### src/rtl/instr_fetch_unit.sv
// Instruction fetch unit: PC owner, single-outstanding fetch FSM, segment-limit trap.
// Optional REQ-phase abort with `define FETCH_TIMEOUT_EN.
module instr_fetch_unit #(
    parameter int unsigned       ADDR_W         = 20,
    parameter int unsigned       INSTR_W        = 20,
    parameter logic [ADDR_W-1:0] RESET_PC       = 20'h00000,
    parameter logic [ADDR_W-1:0] SEG_LIMIT      = 20'h0FFFF,
    parameter int unsigned       TIMEOUT_CYCLES = 16
) (
    input  logic               clk,
    input  logic               reset,
    input  logic               fetch_enable,
    input  logic               pc_load,
    input  logic [ADDR_W-1:0]  pc_target,
    output logic               mem_req,
    output logic [ADDR_W-1:0]  mem_addr,
    input  logic               mem_ack,
    input  logic [INSTR_W-1:0] mem_rdata,
    output logic [INSTR_W-1:0] instruction,
    output logic               instr_valid,
    output logic [ADDR_W-1:0]  pc,
    output logic               fetch_busy,
    output logic               mem_violation_flag,
    output logic               fetch_timeout
);

    typedef enum logic [1:0] {
        IDLE = 2'd0,
        REQ  = 2'd1,
        DONE = 2'd2
    } state_t;

    localparam logic [INSTR_W-1:0] TRAP = '0;

    state_t              state_q;
    logic [ADDR_W-1:0]   pc_q;
    logic [ADDR_W-1:0]   pend_pc_q;
    logic                pend_q;
    logic [INSTR_W-1:0]  instr_q;
    logic                mem_req_q;
    logic [ADDR_W-1:0]   mem_addr_q;
    logic                valid_q;
    logic                viol_q;

    logic [ADDR_W-1:0]   fetch_addr_d;
    logic [ADDR_W-1:0]   pc_d;

`ifdef FETCH_TIMEOUT_EN
    localparam int unsigned TW = $clog2(TIMEOUT_CYCLES + 1);
    localparam logic [TW-1:0] TLAST = TW'(TIMEOUT_CYCLES - 1);

    logic [TW-1:0] tcnt_q;
    logic          tmo_q;
`endif

    assign fetch_addr_d = pc_load ? pc_target : pc_q;

    // A jump arriving in the ack cycle beats an older pending one.
    assign pc_d = pc_load ? pc_target :
                  pend_q  ? pend_pc_q :
                            pc_q + ADDR_W'(1);

    always_ff @(posedge clk or posedge reset) begin
        if (reset) begin
            state_q    <= IDLE;
            pc_q       <= RESET_PC;
            pend_pc_q  <= '0;
            pend_q     <= 1'b0;
            instr_q    <= '0;
            mem_req_q  <= 1'b0;
            mem_addr_q <= '0;
            valid_q    <= 1'b0;
            viol_q     <= 1'b0;
`ifdef FETCH_TIMEOUT_EN
            tcnt_q     <= '0;
            tmo_q      <= 1'b0;
`endif
        end else begin
            valid_q <= 1'b0;
`ifdef FETCH_TIMEOUT_EN
            tmo_q   <= 1'b0;
`endif
            unique case (state_q)
                IDLE: begin
                    if (fetch_enable) begin
                        if (fetch_addr_d > SEG_LIMIT) begin
                            viol_q  <= 1'b1;
                            instr_q <= TRAP;
                            valid_q <= 1'b1;
                            state_q <= DONE;
                        end else begin
                            mem_req_q  <= 1'b1;
                            mem_addr_q <= fetch_addr_d;
                            pc_q       <= fetch_addr_d;
                            state_q    <= REQ;
`ifdef FETCH_TIMEOUT_EN
                            tcnt_q     <= '0;
`endif
                        end
                    end else if (pc_load) begin
                        pc_q <= pc_target;
                    end
                end
                REQ: begin
                    if (pc_load) begin
                        pend_q    <= 1'b1;
                        pend_pc_q <= pc_target;
                    end
                    if (mem_ack) begin
                        instr_q   <= mem_rdata;
                        mem_req_q <= 1'b0;
                        pc_q      <= pc_d;
                        pend_q    <= 1'b0;
                        valid_q   <= 1'b1;
                        state_q   <= DONE;
                    end
`ifdef FETCH_TIMEOUT_EN
                    // Abort leaves pc alone; any pending jump lands in DONE.
                    else if (tcnt_q == TLAST) begin
                        mem_req_q <= 1'b0;
                        instr_q   <= TRAP;
                        tmo_q     <= 1'b1;
                        valid_q   <= 1'b1;
                        state_q   <= DONE;
                    end else begin
                        tcnt_q <= tcnt_q + TW'(1);
                    end
`endif
                end
                DONE: begin
                    state_q <= IDLE;
                    pend_q  <= 1'b0;
                    if (pc_load) begin
                        pc_q <= pc_target;
                    end else if (pend_q) begin
                        pc_q <= pend_pc_q;
                    end
                end
                default: begin
                    state_q <= IDLE;
                end
            endcase
        end
    end

    assign mem_req            = mem_req_q;
    assign mem_addr           = mem_addr_q;
    assign instruction        = instr_q;
    assign instr_valid        = valid_q;
    assign pc                 = pc_q;
    assign fetch_busy         = (state_q != IDLE);
    assign mem_violation_flag = viol_q;
`ifdef FETCH_TIMEOUT_EN
    assign fetch_timeout      = tmo_q;
`else
    assign fetch_timeout      = 1'b0;
`endif

endmodule

### config.mk
export PLATFORM = sky130hd
export DESIGN_NAME = instr_fetch_unit
export DESIGN_NICKNAME = d
export VERILOG_FILES = /design/src/rtl/instr_fetch_unit.sv
export SDC_FILE = /design/constraint.sdc
export NUM_CORES = 1
export LEC_CHECK = 0
export ABC_AREA = 1
export CORE_MARGIN = 10
export CORE_UTILIZATION = 37
export CTS_CLUSTER_DIAMETER = 60
export DETAILED_ROUTE_END_ITERATION = 16
export SLEW_MARGIN = 15
export SYNTH_ARGS = -nofsm -noshare
export SYNTH_HDL_FRONTEND = slang
export SYNTH_SLANG_ARGS = --single-unit
### constraint.sdc
create_clock -name clk -period 7.5 [get_ports clk]
set_input_delay 1.875 -clock clk [delete_from_list [all_inputs] [get_ports clk]]
set_output_delay 1.875 -clock clk [all_outputs]
set_load 0.005 [all_outputs]
Word-level counts from Yosys, hierarchy flattened
Index checks and enable logic that the tools add are counted.
{ "word_totals": {"output_inout_bits": 65, "inputBits": 45, "regBits": 86, "elab_cells": 62} }
{ "op_classes": {"reduce_logical": 13, "n_bitwise": 1, "n_eq_ne": 9, "addsub": 1, "n_mux": 28, "n_lt_le_gt_ge": 1} }
{ "ops": {"columns": ["op", "count"], "rows": [
  ["two-way mux 20 bit", 11],
  ["one-hot mux 20 bit (3 select lines)", 1],
  ["one-hot mux 20 bit (2 select lines)", 1],
  ["adder 20 x 1 -> 20 bit (second input constant)", 1],
  ["> comparator 20 x 16 -> 1 bit (second input constant)", 1],
  ["AND reduction 4 bit", 3],
  ["!= test 3 bit (second input constant)", 3],
  ["two-way mux 1 bit", 8],
  ["!= test 2 bit (second input constant)", 4],
  ["two-way mux 2 bit", 3],
  ["one-hot mux 1 bit (2 select lines)", 3],
  ["AND reduction 2 bit", 3],
  ["AND reduction 3 bit", 2],
  ["nonzero test 2 bit", 3],
  ["one-hot mux 2 bit (2 select lines)", 1],
  ["nonzero test 3 bit", 1],
  ["equality test 2 x 1 -> 1 bit (second input constant)", 1],
  ["equality test 2 bit (second input constant)", 1],
  ["logical NOT 2 bit", 1],
  ["inverter 1 bit", 1]
]} }

Longest topological paths before layout
Gate-level depths: netlist of run 1.
{ "depth": {"ltp_word": 5, "depth_mapped": 13, "mapped_depth_nobuf": 13} }

Least setup slack after synthesis of run 1
No wires, ideal clock.
{ "synth_timing": {"kind": "input -> register", "start": "input pc_load", "end": "register pc_q[3] (netlist: pc[3])", "n_path_buf": 3, "setup_ns": 0.123, "arrival_ns": 2.878, "path_slack_ns": 4.499, "path_stages": 10, "t_required_ns": 7.377, "path_cell_list": "buf_6 > buf_6 > inv_4 > nand2_4 > inv_4 > a211oi_4 > nand2_4 > inv_2 > buf_4 > o21ai_1"} }
{ "synth_via": {"elab_chain_cells": 4, "elab_cells_between_ends": 11, "cone_classes": "1 x order compare; 2 x eq/ne; 7 x mux; 1 x reduce/logical"} }
{ "synth_lines": {"columns": ["item", "line_no", "rtl"], "rows": [
  ["from (decl)", "13", "input logic pc_load,"],
  ["two-way mux 20 bit", null, null],
  ["> comparator 20 x 16 -> 1 bit or two-way mux 20 bit (tied branches)", "86", "if (fetch_addr_d > SEG_LIMIT) begin"],
  ["!= test 3 bit (no line) or two-way mux 20 bit (tied branches)", null, null],
  ["AND reduction 4 bit (no line) or one-hot mux 20 bit (3 select lines) (tied branches)", null, null],
  ["to (signal assigned)", "94", "pc_q <= fetch_addr_d;"],
  ["to (signal assigned)", "101", "pc_q <= pc_target;"],
  ["to (signal assigned)", "112", "pc_q <= pc_d;"],
  ["to (decl)", "36", "logic [ADDR_W-1:0] pc_q;"]
]} }
Several ways; a longest one is shown, not always the timed one. The select of a mux whose other input is x is not followed.
A chain may end at the register's enable or synchronous reset.

Final worst setup path of run 1
{ "layout_timing": {"start": "input pc_load", "end": "register mem_addr_q[1] (netlist: mem_addr[1])"} }
{ "layout_via": {"elab_chain_cells": 4} }
{ "layout_lines": {"columns": ["item", "line_no", "rtl"], "rows": [
  ["two-way mux 20 bit (*)", null, null],
  ["> comparator 20 x 16 -> 1 bit", "86", null],
  ["inverter 1 bit (no line)", null, null],
  ["AND reduction 3 bit (no line)", null, null],
  ["to (signal assigned)", "93", "mem_addr_q <= fetch_addr_d;"],
  ["to (decl)", "41", "logic [ADDR_W-1:0] mem_addr_q;"]
]} }
Every way passes the cells marked *; elsewhere a longest branch is shown, timed or not.

==> impl_table.tex, run 1 <==
\begin{tabular}{lr}
\hline
Metric & Value \\
\hline
\multicolumn{2}{l}{\textbf{Outcome}} \\
\quad Outcome & complete, no violations \\
\multicolumn{2}{l}{\textbf{Clock tree}} \\
\quad Hold-fix buffer count after cts & 0 \\
\quad Worst-skew pair later-pin latency & 0.35 ns \\
\quad Number of H-tree levels & 3 \\
\quad Maximum number of buffers from clock root to sink & 2 \\
\quad TritonCTS clock tree & done \\
\quad Number of clock sinks & 86 \\
\quad Number of post-CTS setup repair buffers & 0 \\
\quad CTS Root Buffer Type & sky130\_fd\_sc\_hd\_\_clkbuf\_16 \\
\quad Number of gates resized after CTS & 0 \\
\quad Cts bufs inserted & 9 \\
\quad Clock slew at reported path FFs & 0.06 ns \\
\multicolumn{2}{l}{\textbf{Timing}} \\
\quad Min Clock Period, post-route & 4.00 ns \\
\quad Pins Over Slew Limit & 0 \\
\quad Relative slew slack & 35.5\% \\
\quad Final TNS setup & 0 ns \\
\quad Setup repair after global routing missed its margin & false \\
\quad Hold Slack & 0.477 ns \\
\quad Slew @ Worst Pin & 0.967 ns \\
\quad Worst Skew & 0.00498 ns \\
\quad Number of hold-slack violations in the final timing report & 0 \\
\quad Maximum clock rate & 0.250 GHz \\
\quad Fin crit share & 53.3\% \\
\quad Final setup violation count & 0 \\
\multicolumn{2}{l}{\textbf{Drt}} \\
\quad Final Routed Wirelength & 15.5 mm \\
\quad Remaining DRCs & 0 \\
\quad First DRT Iteration DRCs & 322 \\
\quad Number of search-and-repair iterations in the first detailed-routing pass & 5 \\
\quad Drt wl/cell & 15.8 um \\
\quad Number of vias after detailed routing & 4941 \\
\quad Per-cell via count in the routed design & 5.04 \\
\quad Remaining number of nets flagged by the antenna check after routing & 0 \\
\multicolumn{2}{l}{\textbf{Floorplan}} \\
\quad Floorplan core area & 0.0132 mm\^{}2 \\
\quad Overall die width & 136 um \\
\quad Core Rows & 42 \\
\quad Count of boundary I/O pins & 110 \\
\quad Height of the die & 136 um \\
\quad Initial standard-cell utilization of the core & 37.7\% \\
\quad Die Area & 0.0185 mm\^{}2 \\
\multicolumn{2}{l}{\textbf{Yosys}} \\
\quad Sequential-to-total area share from yosys stat & 43.3\% \\
\quad Cell area after synthesis & 0.00497 mm\^{}2 \\
\quad Post-synthesis area per instance & 7.00 um\^{}2 \\
\quad Number of warnings reported in the yosys synthesis log & 0 \\
\quad Flip-flop and latch count after synthesis & 86 \\
\quad Instance count of the mapped netlist & 710 \\
\quad Number of distinct library cells after synthesis & 33 \\
\quad Synthesized Nets & 760 \\
\multicolumn{2}{l}{\textbf{Critical path}} \\
\quad Crit path largest cell delay & 0.72 ns \\
\quad Number of buffer and inverter instances along the worst setup path & 2 \\
\quad Critical-path cell with the highest stage delay & sky130\_fd\_sc\_hd\_\_buf\_2 \\
\quad Maximum fanout along the worst path & 54 \\
\quad Data required time at the worst endpoint & 7.77 ns \\
\quad Arrival time of the worst setup path & 4.26 ns \\
\quad Class of the most critical setup path & in -> reg \\
\quad Kind of cell with the highest combined delay on the critical path & buffers and inverters \\
\quad Sort of element at the start of the critical path & input pin \\
\quad Kind of capture point of the worst setup path & register \\
\quad Critical Path, Cell by Cell & buf\_2, o21ai\_1, nor2\_2, nand4\_2, inv\_2, nor2\_1, a31oi\_1 \\
\multicolumn{2}{l}{\textbf{Global routing}} \\
\quad Tot GR Track Use & 16.9\% \\
\quad Final global-route overflow total & 0 \\
\quad Largest net degree at the start of global routing & 87 \\
\quad Initial antenna violation count & 0 \\
\quad Wire length of the first global-routing pass & 25.2 mm \\
\quad Vias in the first global route & 4817 \\
\multicolumn{2}{l}{\textbf{Finish}} \\
\quad Proportion of layout cells with a drive suffix above 1 & 5.60\% \\
\quad Area growth from synthesis to layout & 29.0\% \\
\quad Count of inserted antenna diode cells & 0 \\
\quad Commonest cells after routing, fill and taps aside & 243 x sky130\_fd\_sc\_hd\_\_nand2\_1, 107 x sky130\_fd\_sc\_hd\_\_clkdlybuf4s50\_1, 86 x sky130\_fd\_sc\_hd\_\_dfrtp\_1, 73 x sky130\_fd\_sc\_hd\_\_o21ai\_0, 67 x sky130\_fd\_sc\_hd\_\_inv\_1 \\
\quad Filler Cell Count & 1324 \\
\quad Final Non-Filler Cells & 980 \\
\quad Most frequent standard cell in the layout excluding fill and tap cells & sky130\_fd\_sc\_hd\_\_nand2\_1 \\
\quad Total number of nets in the final design & 850 \\
\multicolumn{2}{l}{\textbf{Placement}} \\
\quad Placed cell count & 965 \\
\quad Post-detail-place hpwl & 10.8 mm \\
\quad Placer's final routability congestion estimate & 0.877 \\
\quad Port Buf Inserts & 108 \\
\multicolumn{2}{l}{\textbf{Run}} \\
\quad Max cap viols & 0 \\
\multicolumn{2}{l}{\textbf{Power and ir drop}} \\
\quad Worst vdd rail ir drop & 0.000157 V \\
\quad Power per standard cell area & 371 mW/mm\^{}2 \\
\quad Static Leak & 2.99 nW \\
\multicolumn{2}{l}{\textbf{Worst hold path}} \\
\quad Class of the worst hold path & reg -> reg \\
\hline
\end{tabular}
==> metrics by stage <==
step | util (%) | worst slack [ns] | total power, mW | area (um^2)
final | 48.6 | 3.50 | 2.38 | 6410
after global routing | 48.6 | 3.24 | 2.58 | 6410
after CTS | 48.6 | 3.52 | 2.40 | 6410
after detailed placement | 46.4 | 3.14 | 1.93 | 6120
after global placement | 46.4 | 3.29 | 1.92 | 6120
after floorplan | - | 3.40 | 1.46 | 4970
==> worst paths after layout <==
check	endpoint	cells after the start	startpoint	slack, ns
setup reg to reg	pc[3]	6	pend_q	4.59
max in group asynchronous	pend_pc_q[10]	3	reset	4.89
hold reg to reg	mem_addr[9]	2	mem_addr[9]	0.48
min in group asynchronous	instruction[4]	3	reset	2.07
hold / removal	mem_addr[9]	2	mem_addr[9]	0.48
setup / recovery	mem_addr[1]	7	pc_load	3.50
==> cell type report <==
| cell class | count | area, um^2 | area share [%] |
|---|---|---|---|
| clock buffer | 11 | 243 | 3.79 |
| inverter | 76 | 292 | 4.55 |
| clock inverter | 4 | 47.5 | 0.742 |
| sequential | 86 | 2150 | 33.6 |
| multi-input combinational | 516 | 2350 | 36.7 |
| timing repair buffer | 111 | 1100 | 17.2 |
| tap | 176 | 220 | 3.43 |
==> worst register-to-register path: cells and delay by family (launching register included) <==
kind / cells / cell delay [ns]
buf+inv: 2 / 1.01
flops: 1 / 0.94
compound gates: 2 / 0.51
simple gates: 2 / 0.38
==> registers in the layout, indices dropped and copies added (netlist names) <==
signal and flops:
mem_req 1, instr_valid 1, mem_violation_flag 1, pc 20, pend_pc_q 20, state_q 2, instruction 20, pend_q 1
mem_addr 20
==> synth_stat cells, drive strengths merged <==
cell | number | share of area, %
nand2 | 246 | 19
o21ai | 104 | 11
dfrtp | 86 | 43
inv | 75 | 5.8
nor2 | 69 | 5.7
a21oi | 38 | 3.8
nand3 | 21 | 2.2
buf | 18 | 2.4
clkbuf | 14 | 1.1
nand4 | 7 | 1.0
o22ai | 7 | 0.88
a31oi | 5 | 0.63
ha | 5 | 1.3
a211oi | 4 | 0.86
o21bai | 3 | 0.45
nor3 | 2 | 0.20
o211ai | 2 | 0.30
a221oi | 1 | 0.18
clkinv | 1 | 0.075
conb | 1 | 0.075
o31ai | 1 | 0.15
==> layer usage <==
metal,vias to the layer above,GRT usage [%],routed length [um]
li1,2458,-,-
met1,2281,22.3,7060
met2,186,26.5,6920
met3,16,3.84,1230
met4,0,5.92,279
met5,-,0,0
==> kinds of logic (layout without fill, tap and decap cells) <==
group,Yosys count,after routing,synth area share [%]
DFF,86,86,43.3
adders and majority gates,5,5,1.26
other,1,1,0.0754
and+or+nand+nor,345,345,28.1
buffers and inverters,108,202,9.34
AOI/OAI and AO/OA,165,165,18.0
==> report_power, final <==
part,leakage (nW),internal (mW),switching (mW),total (mW)
Clock,0.141,0.264,0.188,0.452
Combinational,1.77,0.487,0.638,1.12
Sequential,1.08,0.641,0.161,0.801
Total,2.99,1.39,0.986,2.38
(Power assumes the default switching activity.)
==> run 2: changes to the inputs <==
==> constraint.sdc (replaced) <==
create_clock -name clk -period 3.2 [get_ports clk]
set_input_delay 0.8 -clock clk [delete_from_list [all_inputs] [get_ports clk]]
set_output_delay 0.8 -clock clk [all_outputs]
set_load 0.005 [all_outputs]
==> run 2 against run 1 <==
Die area stayed put. Non-clock buffer count up 8. Cell area up 1.1%. Setup slack got worse by 2.9 ns. Flip-flop and latch count unchanged. Critical path depth decreased by 3. First-iteration DRC count down 2.2%. Critical endpoint is now fetch_busy. Via count is 0.77% higher. Combinational power up 140%. Wire length rose by 2.3%. Sequential share of layout area fell by 0.36 points. Register-to-register slack worse by 3.6 ns.
==> impl_table.tex, run 2 (synthesized netlist as in run 1, its figures left out) <==
\begin{tabular}{lr}
\hline
Metric & Value \\
\hline
\multicolumn{2}{l}{\textbf{Power and ir drop}} \\
\quad Switching power & 2.33 mW (+140\%) \\
\quad Static Leak & 3.03 nW (+1.2\%) \\
\quad Internal power & 3.27 mW (+130\%) \\
\quad Fraction of power spent switching nets & 41.7\% (+0.23 points) \\
\quad Comb pwr share & 47.9\% (+0.6 points) \\
\quad Share of total power in the clock network & 18.8\% (-0.2 points) \\
\quad Worst vdd rail ir drop & 0.000359 V (+130\%) \\
\quad Post-route total power & 5.60 mW (+140\%) \\
\quad Power per standard cell area & 864 mW/mm\^{}2 (+130\%) \\
\quad Share of power burned in registers & 33.2\% (-0.5 points) \\
\multicolumn{2}{l}{\textbf{Timing}} \\
\quad Worst Skew & 0.00554 ns (+0.000562 ns) \\
\quad Fin crit share & 81.3\% \\
\quad Setup repair after global routing missed its margin & false \\
\quad Slew @ Worst Pin & 0.650 ns (-0.317 ns) \\
\quad Maximum clock rate & 0.384 GHz \\
\quad Min Clock Period, post-route & 2.60 ns \\
\quad Pins Over Slew Limit & 0 (unchanged) \\
\quad Relative slew slack & 56.6\% (+21 points) \\
\quad Final TNS setup & 0 ns (unchanged) \\
\quad Final setup violation count & 0 (unchanged) \\
\quad Number of hold-slack violations in the final timing report & 0 (unchanged) \\
\quad Hold Slack & 0.479 ns (+0.00141 ns) \\
\multicolumn{2}{l}{\textbf{Drt}} \\
\quad Remaining number of nets flagged by the antenna check after routing & 0 (unchanged) \\
\quad Number of vias after detailed routing & 4979 (+0.77\%) \\
\quad Final Routed Wirelength & 15.8 mm (+2.3\%) \\
\quad Number of search-and-repair iterations in the first detailed-routing pass & 5 (unchanged) \\
\quad Drt wl/cell & 16.0 um (+1.4\%) \\
\quad First DRT Iteration DRCs & 315 (-2.2\%) \\
\quad Remaining DRCs & 0 (unchanged) \\
\quad Per-cell via count in the routed design & 5.03 (-0.15\%) \\
\multicolumn{2}{l}{\textbf{Placement}} \\
\quad Placed cell count & 973 (+0.83\%) \\
\quad Placer's final routability congestion estimate & 0.884 (+0.76\%) \\
\quad Post-detail-place hpwl & 11.2 mm (+4.1\%) \\
\quad Port Buf Inserts & 108 (unchanged) \\
\quad Cell area after placement & 0.00619 mm\^{}2 (+1.2\%) \\
\multicolumn{2}{l}{\textbf{Floorplan}} \\
\quad Floorplan core area & 0.0132 mm\^{}2 (unchanged) \\
\quad Count of boundary I/O pins & 110 (unchanged) \\
\quad Core Rows & 42 (unchanged) \\
\quad Die Area & 0.0185 mm\^{}2 (unchanged) \\
\quad Initial standard-cell utilization of the core & 37.7\% (unchanged) \\
\quad Height of the die & 136 um (unchanged) \\
\quad Overall die width & 136 um (unchanged) \\
\multicolumn{2}{l}{\textbf{Critical path}} \\
\quad Data required time at the worst endpoint & 2.40 ns (-5.37 ns) \\
\quad R2r worst-path depth & 11 (+5) \\
\quad Arrival time of the worst setup path & 1.80 ns (-2.46 ns) \\
\quad Setup slack of the most critical reg-to-reg path & 1.04 ns (-3.55 ns) \\
\quad Reg2reg end & instruction[4] \\
\quad Class of the most critical setup path & reg -> out \\
\quad Maximum fanout along the worst path & 4 (-93\%) \\
\quad CP Launch Point & state\_q[0] \\
\quad R2R Path Start & state\_q[1] \\
\quad Kind of capture point of the worst setup path & primary output \\
\quad Capture point of the critical path & fetch\_busy \\
\quad Sort of element at the start of the critical path & register \\
\multicolumn{2}{l}{\textbf{Clock tree}} \\
\quad Cts bufs inserted & 9 (unchanged) \\
\quad Number of H-tree levels & 3 (unchanged) \\
\quad TritonCTS clock tree & done \\
\quad Clock slew at reported path FFs & 0.07 ns (about the same) \\
\quad Worst-skew pair later-pin latency & 0.34 ns (about the same) \\
\quad Hold-fix buffer count after cts & 0 (unchanged) \\
\quad CTS Root Buffer Type & sky130\_fd\_sc\_hd\_\_clkbuf\_16 \\
\quad Number of post-CTS setup repair buffers & 0 (unchanged) \\
\quad Number of gates resized after CTS & 0 (unchanged) \\
\quad Maximum number of buffers from clock root to sink & 2 (unchanged) \\
\quad Number of clock sinks & 86 (unchanged) \\
\multicolumn{2}{l}{\textbf{Global routing}} \\
\quad Largest net degree at the start of global routing & 53 (-39\%) \\
\quad Tot GR Track Use & 17.5\% (+0.64 points) \\
\quad Initial antenna violation count & 0 (unchanged) \\
\quad Final global-route overflow total & 0 (unchanged) \\
\quad Vias in the first global route & 4957 (+2.9\%) \\
\quad Wire length of the first global-routing pass & 26.0 mm (+2.9\%) \\
\multicolumn{2}{l}{\textbf{Outcome}} \\
\quad Outcome & complete, no violations \\
\multicolumn{2}{l}{\textbf{Finish}} \\
\quad Total number of nets in the final design & 858 (+0.94\%) \\
\quad Most frequent standard cell in the layout excluding fill and tap cells & sky130\_fd\_sc\_hd\_\_nand2\_1 \\
\quad Final Non-Filler Cells & 989 (+0.92\%) \\
\quad Area growth from synthesis to layout & 30.4\% \\
\quad Filler Cell Count & 1317 (-0.53\%) \\
\quad Commonest cells after routing, fill and taps aside & 243 x sky130\_fd\_sc\_hd\_\_nand2\_1, 107 x sky130\_fd\_sc\_hd\_\_clkdlybuf4s50\_1, 86 x sky130\_fd\_sc\_hd\_\_dfrtp\_1, 73 x sky130\_fd\_sc\_hd\_\_o21ai\_0, 67 x sky130\_fd\_sc\_hd\_\_inv\_1 \\
\quad Count of inserted antenna diode cells & 0 (unchanged) \\
\quad Proportion of layout cells with a drive suffix above 1 & 6.64\% (+1.0 points) \\
\quad Design Area, Final & 0.00648 mm\^{}2 (+1.1\%) \\
\multicolumn{2}{l}{\textbf{Worst hold path}} \\
\quad Class of the worst hold path & reg -> reg \\
\multicolumn{2}{l}{\textbf{Run}} \\
\quad Max cap viols & 0 (unchanged) \\
\hline
\end{tabular}
==> run 2: cell types whose count changed in the layout (fill, tap and decap cells not counted), sizes merged <==
| cell | change |
|---|---|
| clkinvlp | +2 |
| buf | +8 |
| clkbuf | -1 |
==> run 2: final cells by class <==
cell class / instances / area [um^2] / area share, %
repair buffers: 119 / 1170 / 18.1
well taps: 176 / 220 / 3.40
flip-flops and latches: 86 / 2150 / 33.2
clock buffers: 10 / 229 / 3.53
clock inverters: 6 / 62.6 / 0.965
inverters: 76 / 292 / 4.50
multi-input cells: 516 / 2350 / 36.3
==> run 2: power by group through the flow <==
stage	sequential [mW]	combinational, mW	clock [mW]
3_3_place_gp	1.87	2.64	0
2_1_floorplan	1.80	1.62	0
6_report	1.86	2.68	1.05
5_1_grt	1.92	3.07	1.13
3_5_place_dp	1.87	2.69	0
4_1_cts	1.86	2.70	1.08
==> run 2: critical path: stages, from the launching register on <==
cell and delay, ns:
sky130_fd_sc_hd__dfrtp_1 0.38, sky130_fd_sc_hd__inv_1 0.08, sky130_fd_sc_hd__ha_1 0.27, sky130_fd_sc_hd__inv_1 0.17, sky130_fd_sc_hd__clkdlybuf4s50_1 0.56
==> run 2: worst min-delay path by stage <==
stage / start / end / slack [ns] / depth (start not counted)
3_5_place_dp: mem_addr[12] / mem_addr[12] / 0.46 / 2
2_1_floorplan: mem_violation_flag / mem_violation_flag / 0.46 / 2
4_1_cts: mem_addr[14] / mem_addr[14] / 0.48 / 2
3_3_place_gp: mem_req / mem_req / 0.47 / 2
6_report: mem_addr[9] / mem_addr[9] / 0.48 / 2
5_1_grt: mem_addr[14] / mem_addr[14] / 0.50 / 2
==> run 2: stage by stage <==
step           worst slack (ns)  util, %
6_report                  0.598     49.1
5_1_grt                   0.504     49.1
2_1_floorplan             0.178        -
4_1_cts                   0.591     49.1
3_3_place_gp              0.639     46.9
3_5_place_dp              0.612     46.9
==> run 2: metal layers <==
| metal | global-route usage (%) | up-vias | share of wire [%] |
|---|---|---|---|
| li1 | - | 2475 | - |
| met1 | 22.6 | 2289 | 45 |
| met2 | 28.0 | 194 | 45 |
| met3 | 4.10 | 21 | 8.5 |
| met4 | 6.45 | 0 | 1.9 |
| met5 | 0 | - | 0 |
==> run 3: changes to the inputs <==
==> constraint.sdc (replaced) <==
create_clock -name clk -period 2.6 [get_ports clk]
set_input_delay 0.65 -clock clk [delete_from_list [all_inputs] [get_ports clk]]
set_output_delay 0.65 -clock clk [all_outputs]
set_load 0.005 [all_outputs]
==> run 3 against run 2 <==
Via count increased by 1.4%. Clock-buffer cell count up 2. Wire length rose by 1.6%. Critical path depth is the same. Power grew 22%. Sequential power is 24% higher. First-iteration DRC count fell by 5.7%. Largest cell class unchanged. Highest routed layer unchanged.
==> impl_table.tex, run 3 (synthesized netlist as in run 1, its figures left out) <==
\begin{tabular}{lr}
\hline
Metric & Value \\
\hline
\multicolumn{2}{l}{\textbf{Critical path}} \\
\quad Sort of element at the start of the critical path & register \\
\quad Kind of capture point of the worst setup path & primary output \\
\quad Data required time at the worst endpoint & 1.95 ns (-0.45 ns) \\
\quad R2r worst-path depth & 10 (-1) \\
\quad Arrival time of the worst setup path & 1.77 ns (-0.03 ns) \\
\quad Maximum fanout along the worst path & 4 (unchanged) \\
\quad Critical-path cell with the highest stage delay & sky130\_fd\_sc\_hd\_\_clkdlybuf4s50\_1 \\
\quad Crit-path most repeated cell & sky130\_fd\_sc\_hd\_\_inv\_1 \\
\quad Class of the most critical setup path & reg -> out \\
\quad Critical Path, Cell by Cell & inv\_1, ha\_1, inv\_1, clkdlybuf4s50\_1 \\
\quad Crit path largest cell delay & 0.53 ns (-0.03 ns) \\
\multicolumn{2}{l}{\textbf{Timing}} \\
\quad Maximum clock rate & 0.414 GHz \\
\quad Min Clock Period, post-route & 2.42 ns \\
\quad Final TNS setup & 0 ns (unchanged) \\
\quad Worst Skew & 0.00587 ns (+0.000329 ns) \\
\quad Fin crit share & 93.0\% \\
\quad Pins Over Slew Limit & 0 (unchanged) \\
\quad Setup repair after global routing missed its margin & false \\
\quad Number of hold-slack violations in the final timing report & 0 (unchanged) \\
\quad Final setup violation count & 0 (unchanged) \\
\multicolumn{2}{l}{\textbf{Drt}} \\
\quad Final Routed Wirelength & 16.1 mm (+1.6\%) \\
\quad Remaining DRCs & 0 (unchanged) \\
\quad Drt wl/cell & 16.3 um (+1.5\%) \\
\quad Per-cell via count in the routed design & 5.10 (+1.3\%) \\
\quad First DRT Iteration DRCs & 297 (-5.7\%) \\
\quad Number of vias after detailed routing & 5049 (+1.4\%) \\
\quad Number of search-and-repair iterations in the first detailed-routing pass & 5 (unchanged) \\
\quad Remaining number of nets flagged by the antenna check after routing & 0 (unchanged) \\
\multicolumn{2}{l}{\textbf{Global routing}} \\
\quad Wire length of the first global-routing pass & 26.2 mm (+0.91\%) \\
\quad Largest net degree at the start of global routing & 87 (+64\%) \\
\quad Vias in the first global route & 4891 (-1.3\%) \\
\quad Final global-route overflow total & 0 (unchanged) \\
\quad Initial antenna violation count & 0 (unchanged) \\
\quad Tot GR Track Use & 17.5\% (+0.030 points) \\
\multicolumn{2}{l}{\textbf{Power and ir drop}} \\
\quad Power per standard cell area & 1050 mW/mm\^{}2 (+22\%) \\
\quad Worst vdd rail ir drop & 0.000367 V (+2.4\%) \\
\quad Static Leak & 3.04 nW (+0.50\%) \\
\multicolumn{2}{l}{\textbf{Clock tree}} \\
\quad Number of post-CTS setup repair buffers & 0 (unchanged) \\
\quad Worst-skew pair later-pin latency & 0.34 ns (about the same) \\
\quad Hold-fix buffer count after cts & 0 (unchanged) \\
\quad Cts bufs inserted & 9 (unchanged) \\
\quad Clock slew at reported path FFs & 0.06 ns (about the same) \\
\quad TritonCTS clock tree & done \\
\quad Maximum number of buffers from clock root to sink & 2 (unchanged) \\
\quad Number of H-tree levels & 3 (unchanged) \\
\quad CTS Root Buffer Type & sky130\_fd\_sc\_hd\_\_clkbuf\_16 \\
\quad Number of clock sinks & 86 (unchanged) \\
\quad Number of gates resized after CTS & 0 (unchanged) \\
\multicolumn{2}{l}{\textbf{Placement}} \\
\quad Placer's final routability congestion estimate & 0.839 (-5.1\%) \\
\quad Post-detail-place hpwl & 11.4 mm (+1.7\%) \\
\quad Port Buf Inserts & 108 (unchanged) \\
\multicolumn{2}{l}{\textbf{Worst hold path}} \\
\quad Class of the worst hold path & reg -> reg \\
\quad Count of cells along the worst hold path & 2 (unchanged) \\
\multicolumn{2}{l}{\textbf{Floorplan}} \\
\quad Initial standard-cell utilization of the core & 37.7\% (unchanged) \\
\quad Height of the die & 136 um (unchanged) \\
\quad Floorplan core area & 0.0132 mm\^{}2 (unchanged) \\
\quad Core Rows & 42 (unchanged) \\
\quad Die Area & 0.0185 mm\^{}2 (unchanged) \\
\quad Count of boundary I/O pins & 110 (unchanged) \\
\quad Overall die width & 136 um (unchanged) \\
\multicolumn{2}{l}{\textbf{Finish}} \\
\quad Post-Route Utilization & 49.3\% (+0.11 points) \\
\quad Most frequent standard cell in the layout excluding fill and tap cells & sky130\_fd\_sc\_hd\_\_nand2\_1 \\
\quad Proportion of layout cells with a drive suffix above 1 & 6.63\% (-0.0082 points) \\
\quad Area growth from synthesis to layout & 30.7\% \\
\quad Commonest cells after routing, fill and taps aside & 243 x sky130\_fd\_sc\_hd\_\_nand2\_1, 107 x sky130\_fd\_sc\_hd\_\_clkdlybuf4s50\_1, 86 x sky130\_fd\_sc\_hd\_\_dfrtp\_1, 73 x sky130\_fd\_sc\_hd\_\_o21ai\_0, 67 x sky130\_fd\_sc\_hd\_\_inv\_1 \\
\quad Total number of nets in the final design & 861 (+0.35\%) \\
\quad Filler Cell Count & 1353 (+2.7\%) \\
\quad Count of inserted antenna diode cells & 0 (unchanged) \\
\multicolumn{2}{l}{\textbf{Outcome}} \\
\quad Outcome & complete, no violations \\
\multicolumn{2}{l}{\textbf{Run}} \\
\quad Max cap viols & 0 (unchanged) \\
\hline
\end{tabular}
[run 3: changes by cell type in the layout (fill, tap and decap cells not counted), sizes merged]
cell,change
bufinv,-1
clkinvlp,-2
clkbuf,+2
buf,+3
clkinv,-1
[run 3: path summary, 6_finish.rpt]
| path | start | end | slack [ns] |
|---|---|---|---|
| max | state_q[0] | fetch_busy | 0.18 |
| min | mem_violation_flag | mem_violation_flag | 0.48 |
| max reg2reg | pc[1] | pc[18] | 0.58 |
| min reg2reg | mem_violation_flag | mem_violation_flag | 0.48 |
| max in group asynchronous | reset | pend_pc_q[19] | 1.43 |
| min in group asynchronous | reset | pend_pc_q[0] | 0.81 |
[run 3: worst max-delay path: cells and delay by family (launching register included)]
family | cells | cell delay, ns
fa+ha+maj | 1 | 0.28
flops | 1 | 0.38
buf+inv | 3 | 0.77
[run 3: metrics by stage]
step | hold slack, ns | power (mW) | worst slack [ns] | cells | area [um^2]
final | 0.477 | 6.84 | 0.183 | 990 | 6500
after global routing | 0.503 | 7.45 | 0.0386 | 990 | 6500
after floorplan | 0.458 | 4.21 | 0.824 | 710 | 4970
after CTS | 0.483 | 6.91 | 0.148 | 990 | 6500
after global placement | 0.464 | 5.65 | 0.248 | 976 | 6240
after detailed placement | 0.464 | 5.69 | 0.172 | 976 | 6240
[run 3: cell type report]
type / instances / area (um^2) / share of cell area (%)
clock buffer: 12 / 246 / 3.79
tap: 176 / 220 / 3.39
inverter: 76 / 294 / 4.53
multi-input combinational: 516 / 2350 / 36.2
timing repair buffer: 122 / 1220 / 18.8
sequential: 86 / 2150 / 33.1
clock inverter: 2 / 10.0 / 0.154
[run 3: per-layer routing]
layer / wire length, um / global-route usage (%)
met1: 7090 / 22.7
met2: 7440 / 28.8
met3: 1390 / 4.50
met4: 173 / 4.02
met5: 0 / 0
[run 3: power breakdown]
group          internal (mW)  leakage, nW  total, mW  switching [mW]
clock network          0.661        0.128       1.18           0.515
logic                   1.49         1.84       3.36            1.87
registers               1.85         1.08       2.30           0.454
